<file path="config.mk">
export PLATFORM = sky130hd
export DESIGN_NAME = wbr0_wrapper_boundary_register
export DESIGN_NICKNAME = d
export VERILOG_FILES = /design/src/rtl/wbr0_wrapper_boundary_register_pkg.sv /design/src/rtl/wbr_cell.sv /design/src/rtl/wbr0_wrapper_boundary_register.sv
export SDC_FILE = /design/constraint.sdc
export NUM_CORES = 1
export LEC_CHECK = 0
export CAP_MARGIN = 5
export CORE_AREA = 2 2 39 41
export DETAILED_ROUTE_END_ITERATION = 7
export DIE_AREA = 0 0 41 43
export PLACE_DENSITY = 0.73
export SYNTH_ARGS = -nofsm -noshare
export SYNTH_HDL_FRONTEND = slang
export SYNTH_SLANG_ARGS = --single-unit
</file>
<file path="constraint.sdc">
create_clock -name CLK -period 1 [get_ports CLK]
set_input_delay 0.2 -clock CLK [delete_from_list [all_inputs] [get_ports CLK]]
set_output_delay 0.2 -clock CLK [all_outputs]
set_load 0.005 [all_outputs]
</file>
<file path="src/rtl/wbr0_wrapper_boundary_register_pkg.sv">
// Shared constants for the core-0 wrapper boundary register: chain length,
// cell positions from WPSI0 towards WPSO0, and the per-cell operation decode.
package wbr0_wrapper_boundary_register_pkg;

    localparam int WBR0_LEN = 7;

    localparam int MBISTDLOGOUT_IDX = 0;
    localparam int MBISTFAIL_IDX    = 1;
    localparam int MBISTDONE_IDX    = 2;
    localparam int BC_IDX           = 3;
    localparam int ACK_IDX          = 4;
    localparam int RX_IDX           = 5;
    localparam int TX_IDX           = 6;

    typedef enum logic [1:0] {
        CELL_CAPTURE = 2'd0,
        CELL_HOLD    = 2'd1,
        CELL_SHIFT   = 2'd2
    } cell_op_e;

    // Shift has priority over hold; capture is the fallback.
    function automatic cell_op_e cell_op(input logic se, input logic hold);
        if (se) begin
            return CELL_SHIFT;
        end else if (hold) begin
            return CELL_HOLD;
        end else begin
            return CELL_CAPTURE;
        end
    endfunction

endpackage

</file>
<file path="src/rtl/wbr_cell.sv">
// Single boundary cell: one flop with shift/hold/capture next-state select
// and a BusDisable-controlled output mux (fi when transparent, cell when isolated).
module wbr_cell
    import wbr0_wrapper_boundary_register_pkg::*;
(
    input  logic clk,
    input  logic resetn,
    input  logic se,
    input  logic hold,
    input  logic si,
    input  logic fi,
    input  logic sel,
    output logic so,
    output logic fo
);

    logic cell_q;
    logic cell_d;

    always_comb begin
        cell_d = fi;
        case (cell_op(se, hold))
            CELL_SHIFT: cell_d = si;
            CELL_HOLD:  cell_d = cell_q;
            default:    cell_d = fi;
        endcase
    end

    always_ff @(posedge clk or negedge resetn) begin
        if (!resetn) begin
            cell_q <= 1'b0;
        end else begin
            cell_q <= cell_d;
        end
    end

    assign so = cell_q;
    assign fo = sel ? cell_q : fi;

endmodule

</file>
<file path="src/rtl/wbr0_wrapper_boundary_register.sv">
// Seven-cell wrapper boundary register for embedded core 0: five core-output
// cells followed by two core-input cells, scanned from WPSI0 to WPSO0.
module wbr0_wrapper_boundary_register
    import wbr0_wrapper_boundary_register_pkg::*;
(
    input  logic CLK,
    input  logic resetn,
    input  logic wse_outputs,
    input  logic hold_outputs,
    input  logic WPSI0,
    input  logic CoreOut_MBISTDLOGOUT,
    input  logic CoreOut_MBISTFAIL,
    input  logic CoreOut_MBISTDone,
    input  logic CoreOut_BC,
    input  logic CoreOut_ACK,
    input  logic RX,
    input  logic TX,
    input  logic BusDisable,
    output logic MBISTDLOGOUT,
    output logic MBISTFAIL,
    output logic MBISTDONE,
    output logic BC,
    output logic ACK,
    output logic CoreIn_RX,
    output logic CoreIn_TX,
    output logic WPSO0
);

    logic [WBR0_LEN-1:0] fi_vec;
    logic [WBR0_LEN-1:0] fo_vec;
    logic [WBR0_LEN-1:0] si_chain;
    logic [WBR0_LEN-1:0] so_chain;

    always_comb begin
        fi_vec                   = '0;
        fi_vec[MBISTDLOGOUT_IDX] = CoreOut_MBISTDLOGOUT;
        fi_vec[MBISTFAIL_IDX]    = CoreOut_MBISTFAIL;
        fi_vec[MBISTDONE_IDX]    = CoreOut_MBISTDone;
        fi_vec[BC_IDX]           = CoreOut_BC;
        fi_vec[ACK_IDX]          = CoreOut_ACK;
        fi_vec[RX_IDX]           = RX;
        fi_vec[TX_IDX]           = TX;
    end

    // Each cell's scan input is the previous cell's flop; c0 takes WPSI0.
    assign si_chain = {so_chain[WBR0_LEN-2:0], WPSI0};

    for (genvar i = 0; i < WBR0_LEN; i++) begin : g_cell
        wbr_cell u_cell (
            .clk    (CLK),
            .resetn (resetn),
            .se     (wse_outputs),
            .hold   (hold_outputs),
            .si     (si_chain[i]),
            .fi     (fi_vec[i]),
            .sel    (BusDisable),
            .so     (so_chain[i]),
            .fo     (fo_vec[i])
        );
    end

    assign MBISTDLOGOUT = fo_vec[MBISTDLOGOUT_IDX];
    assign MBISTFAIL    = fo_vec[MBISTFAIL_IDX];
    assign MBISTDONE    = fo_vec[MBISTDONE_IDX];
    assign BC           = fo_vec[BC_IDX];
    assign ACK          = fo_vec[ACK_IDX];
    assign CoreIn_RX    = fo_vec[RX_IDX];
    assign CoreIn_TX    = fo_vec[TX_IDX];
    assign WPSO0        = so_chain[WBR0_LEN-1];

endmodule

</file>
## Yosys cells after proc, flatten, opt, wreduce, memory -nomap -nowiden

Cells that the tools add are included.

- Bits in registers: 7
- Input port bits: 13
- Output and inout port bits: 8

- Equal/unequal tests: 2
- Multiplexer cells: 16

Operator list:

| kind | number |
|---|---|
| $pmux 1 s2 | 7 |
| $mux 1 | 8 |
| $eq 2x1->1 const B | 1 |
| $eq 2x2->1 const B | 1 |
| $mux 2 | 1 |

## Depth between registers and ports, before layout

Gate-level depths: netlist (run 1).

- Depth after elaboration: 4
- Depth in mapped cells: 3
- Gate-level depth less buffers: 2

## Modules after synthesis

A second synthesis (run 1) with hierarchy kept.

- Cells, all modules: 35
- Area total of the unflattened synthesis: 411.6 um^2

By module, submodules not included:

| module | instances | cells an instance | area an instance (um^2) | sequential area each (um^2) |
|---|---|---|---|---|
| wbr_cell | 7 | 5 | 58.8 | 25.0 |

## Least setup slack after synthesis (run 1)

No wires, ideal clock.

- Path type: reg2out
- Start point: register g_cell[6].u_cell.cell_q
- End point: output port CoreIn_TX
- Data arrival time: 0.640 ns
- Data required time: 0.800 ns
- Slack: 0.160 ns
- Cell stages (with the launch flop): 2
- Path buffers: 0
- Cell sequence: dfrtp_1 -> mux2_4

- Word-level cells in the longest chain between the ends: 1

Ends and longest elaborated chain:

| what | RTL line | text |
|---|---|---|
| from (decl) | wbr_cell.sv:17 | `logic cell_q;` |
| from (signal assigned) | wbr_cell.sv:33 | `cell_q <= cell_d;` |
| $mux 1 | wbr_cell.sv:38 | `assign fo = sel ? cell_q : fi;` |
| to (decl) | wbr0_wrapper_boundary_register.sv:25 | `output logic CoreIn_TX,` |

No other way between the ends.

## Worst setup path in the final report (run 1)

- Start point: register g_cell[0].u_cell.cell_q
- End point: output port MBISTDLOGOUT

- Word-level cells in the longest chain between the ends: 1

Ends and longest elaborated chain:

| what | RTL line | text |
|---|---|---|
| from (decl) | wbr_cell.sv:17 |  |
| from (signal assigned) | wbr_cell.sv:33 |  |
| $mux 1 | wbr_cell.sv:38 |  |
| to (decl) | wbr0_wrapper_boundary_register.sv:19 | `output logic MBISTDLOGOUT,` |

No other way between the ends.

==> summary.md, run 1 <==
| Metric | Value |
|---|---|
| Max-slew violation count | `0` |
| GRT overflow | `0` |
| Worst-Skew Late Latency | `250 ps` |
| Die height | `43 µm` |
| RSZ-0062 raised after global routing | `yes` |
| Sequential fraction of the synthesis area | `39.7%` |
| Area Growth Syn to Fin | `83.3%` |
| Seq cells post-synth | `7` |
| Cell area after layout | `810 µm²` |
| Dpl cell area | `729 µm²` |
| Slew @ Worst Pin | `343 ps` |
| Arr. time, crit path | `1020 ps` |
| Setup ws final | `-224 ps` |
| Fmax | `817 MHz` |
| Clock Root Buffer | `clkbuf_4` |
| Initial Utilization | `31.9%` |
| Share of post-route cells with drive strength above 1 | `44.4%` |
| Post-route clock skew | `5.38 ps` |
| Syn Inst Count | `38` |
| Slew headroom | `77.0%` |
| I/O Pins | `21` |
| Final hold slack | `219 ps` |
| Leak | `0.408 nW` |
| DP Wirelength | `746 µm` |
| Yosys warnings | `0` |
| # diodes | `0` |
| Detailed Route Iter0 Violations | `6` |
| Period minus WS final | `1220 ps` |
| IR drop worst, VDD | `0.593 mV` |
| Violated checks | `negative setup slack` |
| Post-synth cell types | `7` |
| Hold_buf cts | `0` |
| Post-DR vias/cell | `4.60` |
| Pin count of the biggest net entering global routing | `15` |
| Core area | `1380 µm²` |
| HP Class | `in -> async` |
| Vias | `405` |
| CP endpoint kind | `output pin` |
| Net Count, Synth | `51` |
| Die X | `41 µm` |
| CTS buffer count | `3` |
| Layout Utilization | `58.5%` |
| PortBufs | `20` |
| Crit path max fanout | `3` |
| DR WL/cell | `11.8 µm` |
| Total Die Area | `1760 µm²` |
| Final cell count without fillers | `88` |
| R2R Setup Slk | `20 ps` |
| Status | `finished with violations` |
| WP data required | `800 ps` |
| Area of the mapped netlist | `442 µm²` |
| Final net count | `86` |
| Site row count | `14` |
| Pwr/cell area | `1210 nW/µm²` |
| GR Util All Layers | `14.3%` |
| Antenna violations before repair | `0` |
| Post-Place Cells | `79` |
| CTS tree | `done` |
| Number of global-route vias before repair | `402` |
| CTS Buffer Depth | `2` |
| Avg Cell Area, Syn | `11.6 µm²` |
| Dpl ws | `-790 ps` |
| Clk sink count | `7` |
| RePlAce Congestion | `0.686` |
| Critical path class | `reg -> out` |
| DRT Pass-1 Iters | `4` |
| Setup TNS | `-1480 ps` |
| First-pass GRT wire length | `1670 µm` |
| Tcrit/Tclk final | `122%` |
| Htree depth | `1` |
| Final setup viols | `8` |
| Final Hold Viols | `0` |
| Total Power | `0.979 mW` |
| Startpoint types | `register` |
| Reg clk slew, reported paths | `60 ps` |
| Routed WL | `1040 µm` |
| DRT antenna net count | `0` |
| Number of max-cap violations | `0` |
| Drt drc | `0` |
| Max reg flops | `7` |
==> layer usage <==
layer	part of all wire, %	track usage (%)	vias to the layer above	wire, µm
li1	-	-	203	-
met1	42	16.9	183	434
met2	48	22.2	19	497
met3	10	5.24	0	109
met4	0	6.00	0	0
met5	0	0	-	0
==> repair_timing <==
item	4_1_cts	5_1_grt
pin swaps	0	1
resized for setup	50	3
setup endpoints to repair	9	9
cloned	0	0
buffers inserted	2	4
==> cell families (layout without fill, tap and decap cells) <==
logic type	after synthesis	in the layout	synth area share, %
buffers and inverters	3	37	6.80
AND/OR/NAND/NOR	7	7	5.95
flip-flops	7	7	39.7
multiplexers	14	14	39.7
AO/OA/AOI/OAI	7	7	7.93
==> critical path: stages, from the launching register on <==
cell,delay (ps)
dfrtp_1,390
mux2_4,270
buf_6,120
==> layout make-up <==
| class | count | area (µm²) |
|---|---|---|
| Fill cell | 118 | 574 |
| Timing Repair Buffer | 33 | 348 |
| Multi-Input combinational cell | 28 | 240 |
| Sequential cell | 7 | 175 |
| Clock buffer | 4 | 26.3 |
| Tap cell | 16 | 20.0 |
==> Yosys cell counts (all sizes together) <==
cell type	number	area, µm²
dfrtp	7	175
mux2	7	105
mux2i	7	70.1
nand2	7	26.3
o21ai	7	35.0
buf	3	30.0
==> layout by cell type (no fill, tap or decap), drive strengths merged <==
master / synthesis / routed
buf: 3 / 21
mux2: 7 / 7
nand2: 7 / 7
o21ai: 7 / 7
dfrtp: 7 / 7
dlygate4sd2: 0 / 7
mux2i: 7 / 7
clkdlybuf4s50: 0 / 4
clkbuf: 0 / 4
clkdlybuf4s15: 0 / 1
==> power by group <==
| group | switching, mW | leakage [nW] | internal, mW | total [mW] |
|---|---|---|---|---|
| Clock | 0.104 | 0.0150 | 0.152 | 0.256 |
| Sequential | 0.0204 | 0.0863 | 0.318 | 0.338 |
| Combinational | 0.120 | 0.306 | 0.264 | 0.384 |
==> final timing paths <==
kind	from	to	cells after the start
worst max-delay path	g_cell[0].u_cell.so	MBISTDLOGOUT	2
worst min-delay path	resetn	g_cell[3].u_cell.so	1
worst max register to register	g_cell[6].u_cell.so	g_cell[6].u_cell.so	4
worst min register to register	g_cell[0].u_cell.so	g_cell[1].u_cell.so	2
max in group asynchronous	resetn	g_cell[1].u_cell.so	1
min in group CLK	CoreOut_ACK	g_cell[4].u_cell.so	3
Note: power is estimated with default switching activity, not from simulation.
==> run 2, diff against run 1 <==
- SLEW_MARGIN: unset -> 20
- clock period: 1 -> 1.5 ns (I/O delays scaled with it)
==> summary.md, run 2 (same netlist as run 1, synthesis figures left out) <==
| Metric | Value |
|---|---|
| DRT antenna net count | `0 (unchanged)` |
| DRT Pass-1 Iters | `3 (was 4)` |
| Detailed Route Iter0 Violations | `8 (was 6)` |
| Clock Root Buffer | `clkbuf_4 (unchanged)` |
| Antenna violations before repair | `0 (unchanged)` |
| Leak | `0.350 nW (was 0.408 nW)` |
| Layout Utilization | `51.0% (was 58.5%)` |
| Number of global-route vias before repair | `355 (was 402)` |
| DR WL/cell | `11.7 µm (was 11.8 µm)` |
| Drt drc | `0 (unchanged)` |
| Pint | `0.430 mW (was 0.734 mW)` |
| GRT overflow | `0 (unchanged)` |
| Area Growth Syn to Fin | `59.8% (was 83.3%)` |
| RSZ-0062 raised after global routing | `no (was yes)` |
| Share of post-route cells with drive strength above 1 | `25.4% (was 44.4%)` |
| CTS buffer count | `3 (unchanged)` |
| Sw frac | `24.5% (was 25.0%)` |
| Worst-Skew Late Latency | `250 ps (about the same)` |
| Startpoint types | `input pin (was register)` |
| Most frequent cells in the layout | `7 x mux2_4, 7 x mux2i_1, 7 x nand2_1, 7 x o21ai_1, 7 x dfrtp_1` |
| Crit path depth | `4 (was 2)` |
| Logic gate share of total power | `30.5% (was 39.2%)` |
| First-pass GRT wire length | `1420 µm (was 1670 µm)` |
| Max reg flops | `7 (unchanged)` |
| Total Die Area | `1760 µm² (unchanged)` |
| Critical path class | `in -> out (was reg -> out)` |
| Die X | `41 µm (unchanged)` |
| CTS Buffer Depth | `2 (unchanged)` |
| CP cell instances | `clkdlybuf4s15_2 -> buf_12 -> mux2_4 -> clkdlybuf4s15_1 (was mux2_4 -> buf_6)` |
| Final Hold Viols | `0 (unchanged)` |
| Post-DR vias/cell | `4.68 (was 4.60)` |
| PortBufs | `20 (unchanged)` |
| Slew headroom | `79.1% (was 77.0%)` |
| CTS tree | `done (unchanged)` |
| Final net count | `77 (was 86)` |
| HP Class | `in -> async (unchanged)` |
| WP data required | `1200 ps (was 800 ps)` |
| Slew @ Worst Pin | `313 ps (was 343 ps)` |
| Tcrit/Tclk final | `95.5%` |
| I/O Pins | `21 (unchanged)` |
| DP Wirelength | `677 µm (was 746 µm)` |
| Fmax | `698 MHz` |
| RePlAce Congestion | `0.664 (was 0.686)` |
| Site row count | `14 (unchanged)` |
| # diodes | `0 (unchanged)` |
| Number of max-cap violations | `0 (unchanged)` |
| Pwr/cell area | `806 nW/µm² (was 1210 nW/µm²)` |
| Net switching power | `0.139 mW (was 0.245 mW)` |
| Pin count of the biggest net entering global routing | `15 (unchanged)` |
| Sequential fraction of design power | `40.3% (was 34.6%)` |
| Crit path max fanout | `7 (was 3)` |
| Max-slew violation count | `0 (unchanged)` |
| Status | `finished, final reports clean (was finished with violations)` |
| Post-route clock skew | `0.825 ps (was 5.38 ps)` |
| Worst path slowest cell | `mux2_4 (was dfrtp_1)` |
| Critical path's largest stage delay | `290 ps (was 390 ps)` |
| Filler instances | `145 (was 118)` |
| Final setup viols | `0 (was 8)` |
| RR Startpoint | `g_cell[3].u_cell.so (was g_cell[6].u_cell.so)` |
| Core area | `1380 µm² (unchanged)` |
| IR drop worst, VDD | `0.478 mV (was 0.593 mV)` |
| CP delay by family, top | `buffers and inverters (was flip-flops)` |
| Initial Utilization | `31.9% (unchanged)` |
| Clk sink count | `7 (unchanged)` |
| CP endpoint kind | `output pin (unchanged)` |
| Vias | `370 (was 405)` |
| Reg clk slew, reported paths | `50 ps (was 60 ps)` |
| Die height | `43 µm (unchanged)` |
| Worst path bufs/invs | `3 (was 1)` |
| Launch point of the worst path | `BusDisable (was g_cell[0].u_cell.so)` |
| Arr. time, crit path | `1130 ps (was 1020 ps)` |
| Worst Reg-to-Reg Cells | `3 (was 4)` |
| Clock power share | `29.2% (was 26.2%)` |
| Final hold slack | `310 ps (was 219 ps)` |
| Period minus WS final | `1430 ps` |
| GR Util All Layers | `12.0% (was 14.3%)` |
| Routed WL | `927 µm (was 1040 µm)` |
| Htree depth | `1 (unchanged)` |
==> run 2: changes by cell type in the layout (fill, tap and decap cells not counted), sizes merged <==
cell	delta
buf	-17
clkbuf	+1
clkdlybuf4s15	+6
clkdlybuf4s50	+2
dlygate4sd2	-2
dlymetal6s2s	+1
==> run 2: path summary, 6_finish.rpt <==
path | endpoint | slack, ps
hold reg to reg | g_cell[6].u_cell.so | 520
max in group asynchronous | g_cell[6].u_cell.so | 960
min in group CLK | g_cell[0].u_cell.so | 370
hold / removal | g_cell[0].u_cell.so | 310
setup / recovery | BC | 70
setup reg to reg | g_cell[4].u_cell.so | 710
==> run 2: cell type report <==
type / instances / area [µm²] / share of cell area [%]
flip-flops and latches: 7 / 175 / 24.8
multi-input cells: 28 / 236 / 33.5
well taps: 16 / 20.0 / 2.84
clock buffers: 4 / 26.3 / 3.72
repair buffers: 24 / 248 / 35.1
==> run 2: power by group through the flow <==
stage | clock network, mW | registers, mW | logic (mW)
after global placement | 0 | 0.231 | 0.185
final | 0.166 | 0.229 | 0.174
after floorplan | 0 | 0.229 | 0.0862
after CTS | 0.173 | 0.229 | 0.169
after detailed placement | 0 | 0.232 | 0.187
after global routing | 0.188 | 0.233 | 0.188
==> run 2: worst register-to-register path, delay by kind of cell (launching register included) <==
kind / cells / cell delay [ps]
flops: 1 / 390
buf+inv: 1 / 140
simple gates: 1 / 70
compound gates: 1 / 70
==> run 2: through the flow <==
| step | setup WS (ps) | setup TNS (ps) | instances | area (µm²) | total power [mW] |
|---|---|---|---|---|---|
| 3_5_place_dp | -497 | -3460 | 74 | 679 | 0.419 |
| 3_3_place_gp | -489 | -3370 | 74 | 679 | 0.416 |
| 5_1_grt | 32.4 | 0 | 79 | 706 | 0.609 |
| 4_1_cts | 2.83 | 0 | 78 | 694 | 0.571 |
| 2_1_floorplan | 482 | 0 | 38 | 442 | 0.315 |
| 6_report | 67.7 | 0 | 79 | 706 | 0.569 |
==> run 2: what timing repair did <==
item	in CTS	in global routing
hold buffers	0	0
setup buffers	0	1
gates resized for setup	17	7
endpoints found under the hold margin	0	0
setup endpoints to repair	7	7
==> run 2: routing by layer <==
metal  global-route usage [%]  routed length (µm)
met5                        0                   0
met4                     2.00                   0
met3                     6.81                 101
met2                     18.1                 438
met1                     14.6                 387
==> run 3, diff against run 2 <==
- ABC_AREA: unset -> 1
- CAP_MARGIN: 5 -> unset
- PLACE_DENSITY: 0.73 -> 0.76
==> summary.md, run 3 <==
| Metric | Value |
|---|---|
| Routed WL | `1060 µm (was 927 µm)` |
| Total Die Area | `1760 µm² (unchanged)` |
| Top cells by count, synth | `31 x nand2_1, 12 x inv_1, 8 x nand3_1 (was 7 x dfrtp_1, 7 x mux2_4, 7 x mux2i_1, 7 x nand2_1, 7 x o21ai_1)` |
| DP Wirelength | `832 µm (was 677 µm)` |
| HP Class | `in -> async (unchanged)` |
| Setup TNS | `0 ps (unchanged)` |
| Vias | `500 (was 370)` |
| Filler instances | `133 (was 145)` |
| Clock Root Buffer | `clkbuf_4 (unchanged)` |
| # diodes | `0 (unchanged)` |
| Period minus WS final | `1460 ps (was 1430 ps)` |
| IR drop worst, VDD | `0.467 mV (was 0.478 mV)` |
| Pwr/cell area | `752 nW/µm² (was 806 nW/µm²)` |
| Tcrit/Tclk final | `97.2% (was 95.5%)` |
| Initial Utilization | `34.6% (was 31.9%)` |
| Logic gate share of total power | `30.4% (was 30.5%)` |
| Ys flop type | `dfrtp_1 (unchanged)` |
| Sequential fraction of the synthesis area | `36.6% (was 39.7%)` |
| Startpoint types | `input pin (unchanged)` |
| Slew @ Worst Pin | `284 ps (was 313 ps)` |
| Die height | `43 µm (unchanged)` |
| Syn Inst Count | `72 (was 38)` |
| RePlAce Congestion | `0.721 (was 0.664)` |
| Slew headroom | `81.0% (was 79.1%)` |
| CP endpoint kind | `output pin (unchanged)` |
| Antenna violations before repair | `0 (unchanged)` |
| Yosys warnings | `0 (unchanged)` |
| WP data required | `1200 ps (about the same)` |
| Final net count | `115 (was 77)` |
| Hold_buf cts | `0 (unchanged)` |
| Area of the mapped netlist | `479 µm² (was 442 µm²)` |
| Clk sink count | `7 (unchanged)` |
| Number of global-route vias before repair | `460 (was 355)` |
| Most common cell in the netlist | `nand2_1` |
| Dpl cell area | `728 µm² (was 679 µm²)` |
| DRT antenna net count | `0 (unchanged)` |
| Max-slew violation count | `0 (unchanged)` |
| CTS tree | `done (unchanged)` |
| Avg Cell Area, Syn | `6.66 µm² (was 11.6 µm²)` |
| Cell area after layout | `746 µm² (was 706 µm²)` |
| Final Hold Viols | `0 (unchanged)` |
| Sequential fraction of design power | `40.9% (was 40.3%)` |
| Status | `finished, final reports clean (unchanged)` |
| Ranking of synthesized cells by area | `dfrtp_1 37%, nand2_1 24%, inv_1 9.4% (was dfrtp_1 40%, mux2_4 24%, mux2i_1 16%)` |
| Max reg flops | `7 (unchanged)` |
| Arr. time, crit path | `1160 ps (was 1130 ps)` |
| Worst-Skew Late Latency | `240 ps (was 250 ps)` |
| Crit path max fanout | `2 (was 7)` |
| Pint | `0.406 mW (was 0.430 mW)` |
| Number of max-cap violations | `0 (unchanged)` |
| Htree depth | `1 (unchanged)` |
| Post-DR vias/cell | `4.27 (was 4.68)` |
| Sw frac | `27.7% (was 24.5%)` |
| I/O Pins | `21 (unchanged)` |
| Fmax | `686 MHz (was 698 MHz)` |
| GR Util All Layers | `15.2% (was 12.0%)` |
| Final hold slack | `300 ps (was 310 ps)` |
| Area Growth Syn to Fin | `55.6% (was 59.8%)` |
| Drt drc | `0 (unchanged)` |
| Pin count of the biggest net entering global routing | `10 (was 15)` |
| Share of post-route cells with drive strength above 1 | `15.8% (was 25.4%)` |
| DRT Pass-1 Iters | `4 (was 3)` |
| Final setup viols | `0 (unchanged)` |
| Leak | `0.407 nW (was 0.350 nW)` |
| Post-synth top area cell | `dfrtp_1 (unchanged)` |
| Most frequent cells in the layout | `31 x nand2_1, 12 x inv_1, 12 x clkdlybuf4s50_1 (was 7 x mux2_4, 7 x mux2i_1, 7 x nand2_1, 7 x o21ai_1, 7 x dfrtp_1)` |
| CTS buffer count | `3 (unchanged)` |
| Post-route clock skew | `2.84 ps (was 0.825 ps)` |
| First-pass GRT wire length | `1870 µm (was 1420 µm)` |
| DR WL/cell | `9.08 µm (was 11.7 µm)` |
| Net switching power | `0.155 mW (was 0.139 mW)` |
| Post-synth cell types | `14 (was 7)` |
| Detailed Route Iter0 Violations | `8 (unchanged)` |
| Most common cell after layout, fill and taps aside | `nand2_1` |
| Net Count, Synth | `85 (was 51)` |
| CTS Buffer Depth | `2 (unchanged)` |
| GRT overflow | `0 (unchanged)` |
| Asr flop ratio synth | `100% (unchanged)` |
| Critical path class | `in -> out (unchanged)` |
| Seq cells post-synth | `7 (unchanged)` |
| RSZ-0062 raised after global routing | `no (unchanged)` |
| Clock power share | `28.7% (was 29.2%)` |
| Core area | `1380 µm² (unchanged)` |
| PortBufs | `20 (unchanged)` |
| Die X | `41 µm (unchanged)` |
| Post-synth top area share | `36.6% (was 39.7%)` |
| Post-synth EDFFs | `0 (unchanged)` |
| Postcts setup bufs | `0 (unchanged)` |
| Reg clk slew, reported paths | `50 ps (about the same)` |
| R2R Setup Slk | `740 ps (was 710 ps)` |
| Site row count | `14 (unchanged)` |
==> run 3: worst paths after layout <==
kind,from,endpoint,cells after the start
min in group CLK,g_cell[6].u_cell.so,g_cell[6].u_cell.so,2
worst min-delay path,resetn,g_cell[4].u_cell.so,1
worst max-delay path,CoreOut_MBISTFAIL,MBISTFAIL,4
max in group asynchronous,resetn,g_cell[2].u_cell.so,1
worst min register to register,g_cell[6].u_cell.so,g_cell[6].u_cell.so,2
worst max register to register,g_cell[4].u_cell.so,g_cell[5].u_cell.so,4
==> run 3: kinds of logic after synthesis <==
| group | share of synthesized area, % |
|---|---|
| flip-flops | 36.6 |
| AND/OR/NAND/NOR | 39.2 |
| AO/OA/AOI/OAI | 7.31 |
| buffers and inverters | 17.0 |
==> run 3: repair_timing <==
action	in CTS	in global routing
setup endpoints to repair	7	4
cloned	1	0
gates resized for setup	11	6
pin swaps	0	0
==> run 3: layout make-up <==
type	count	area, µm²	share of cell area [%]
repair buffers	27	236	31.7
clock buffers	4	26.3	3.52
flip-flops and latches	7	175	23.5
well taps	16	20.0	2.68
multi-input cells	49	223	29.9
inverters	14	65.1	8.72
==> run 3: metrics by stage <==
stage / instances / utilization [%] / power, mW / setup slack, ps
5_1_grt: 117 / 53.9 / 0.599 / 4.52
4_1_cts: 117 / 54.7 / 0.572 / 29.0
3_3_place_gp: 112 / 52.6 / 0.412 / -390
2_1_floorplan: 72 / - / 0.310 / 600
3_5_place_dp: 112 / 52.6 / 0.416 / -407
6_report: 117 / 53.9 / 0.561 / 41.6
==> run 3: critical path: stages <==
cell	delay [ps]
clkdlybuf4s50_1	450
inv_1	50
o21ai_0	110
dlygate4sd2_1	250
==> run 3: per-layer routing <==
metal  share of wire (%)  global-route usage, %
met1                  45                   19.4
met5                   0                      0
met4                 1.7                   8.00
met3                 4.2                   1.57
met2                  49                   24.1
==> run 3: power groups by stage <==
stage | Clock, mW | Combinational (mW) | Sequential (mW)
after CTS | 0.169 | 0.174 | 0.229
after global routing | 0.175 | 0.192 | 0.232
after detailed placement | 0 | 0.184 | 0.232
after floorplan | 0 | 0.0821 | 0.228
after global placement | 0 | 0.181 | 0.231
final | 0.161 | 0.171 | 0.230
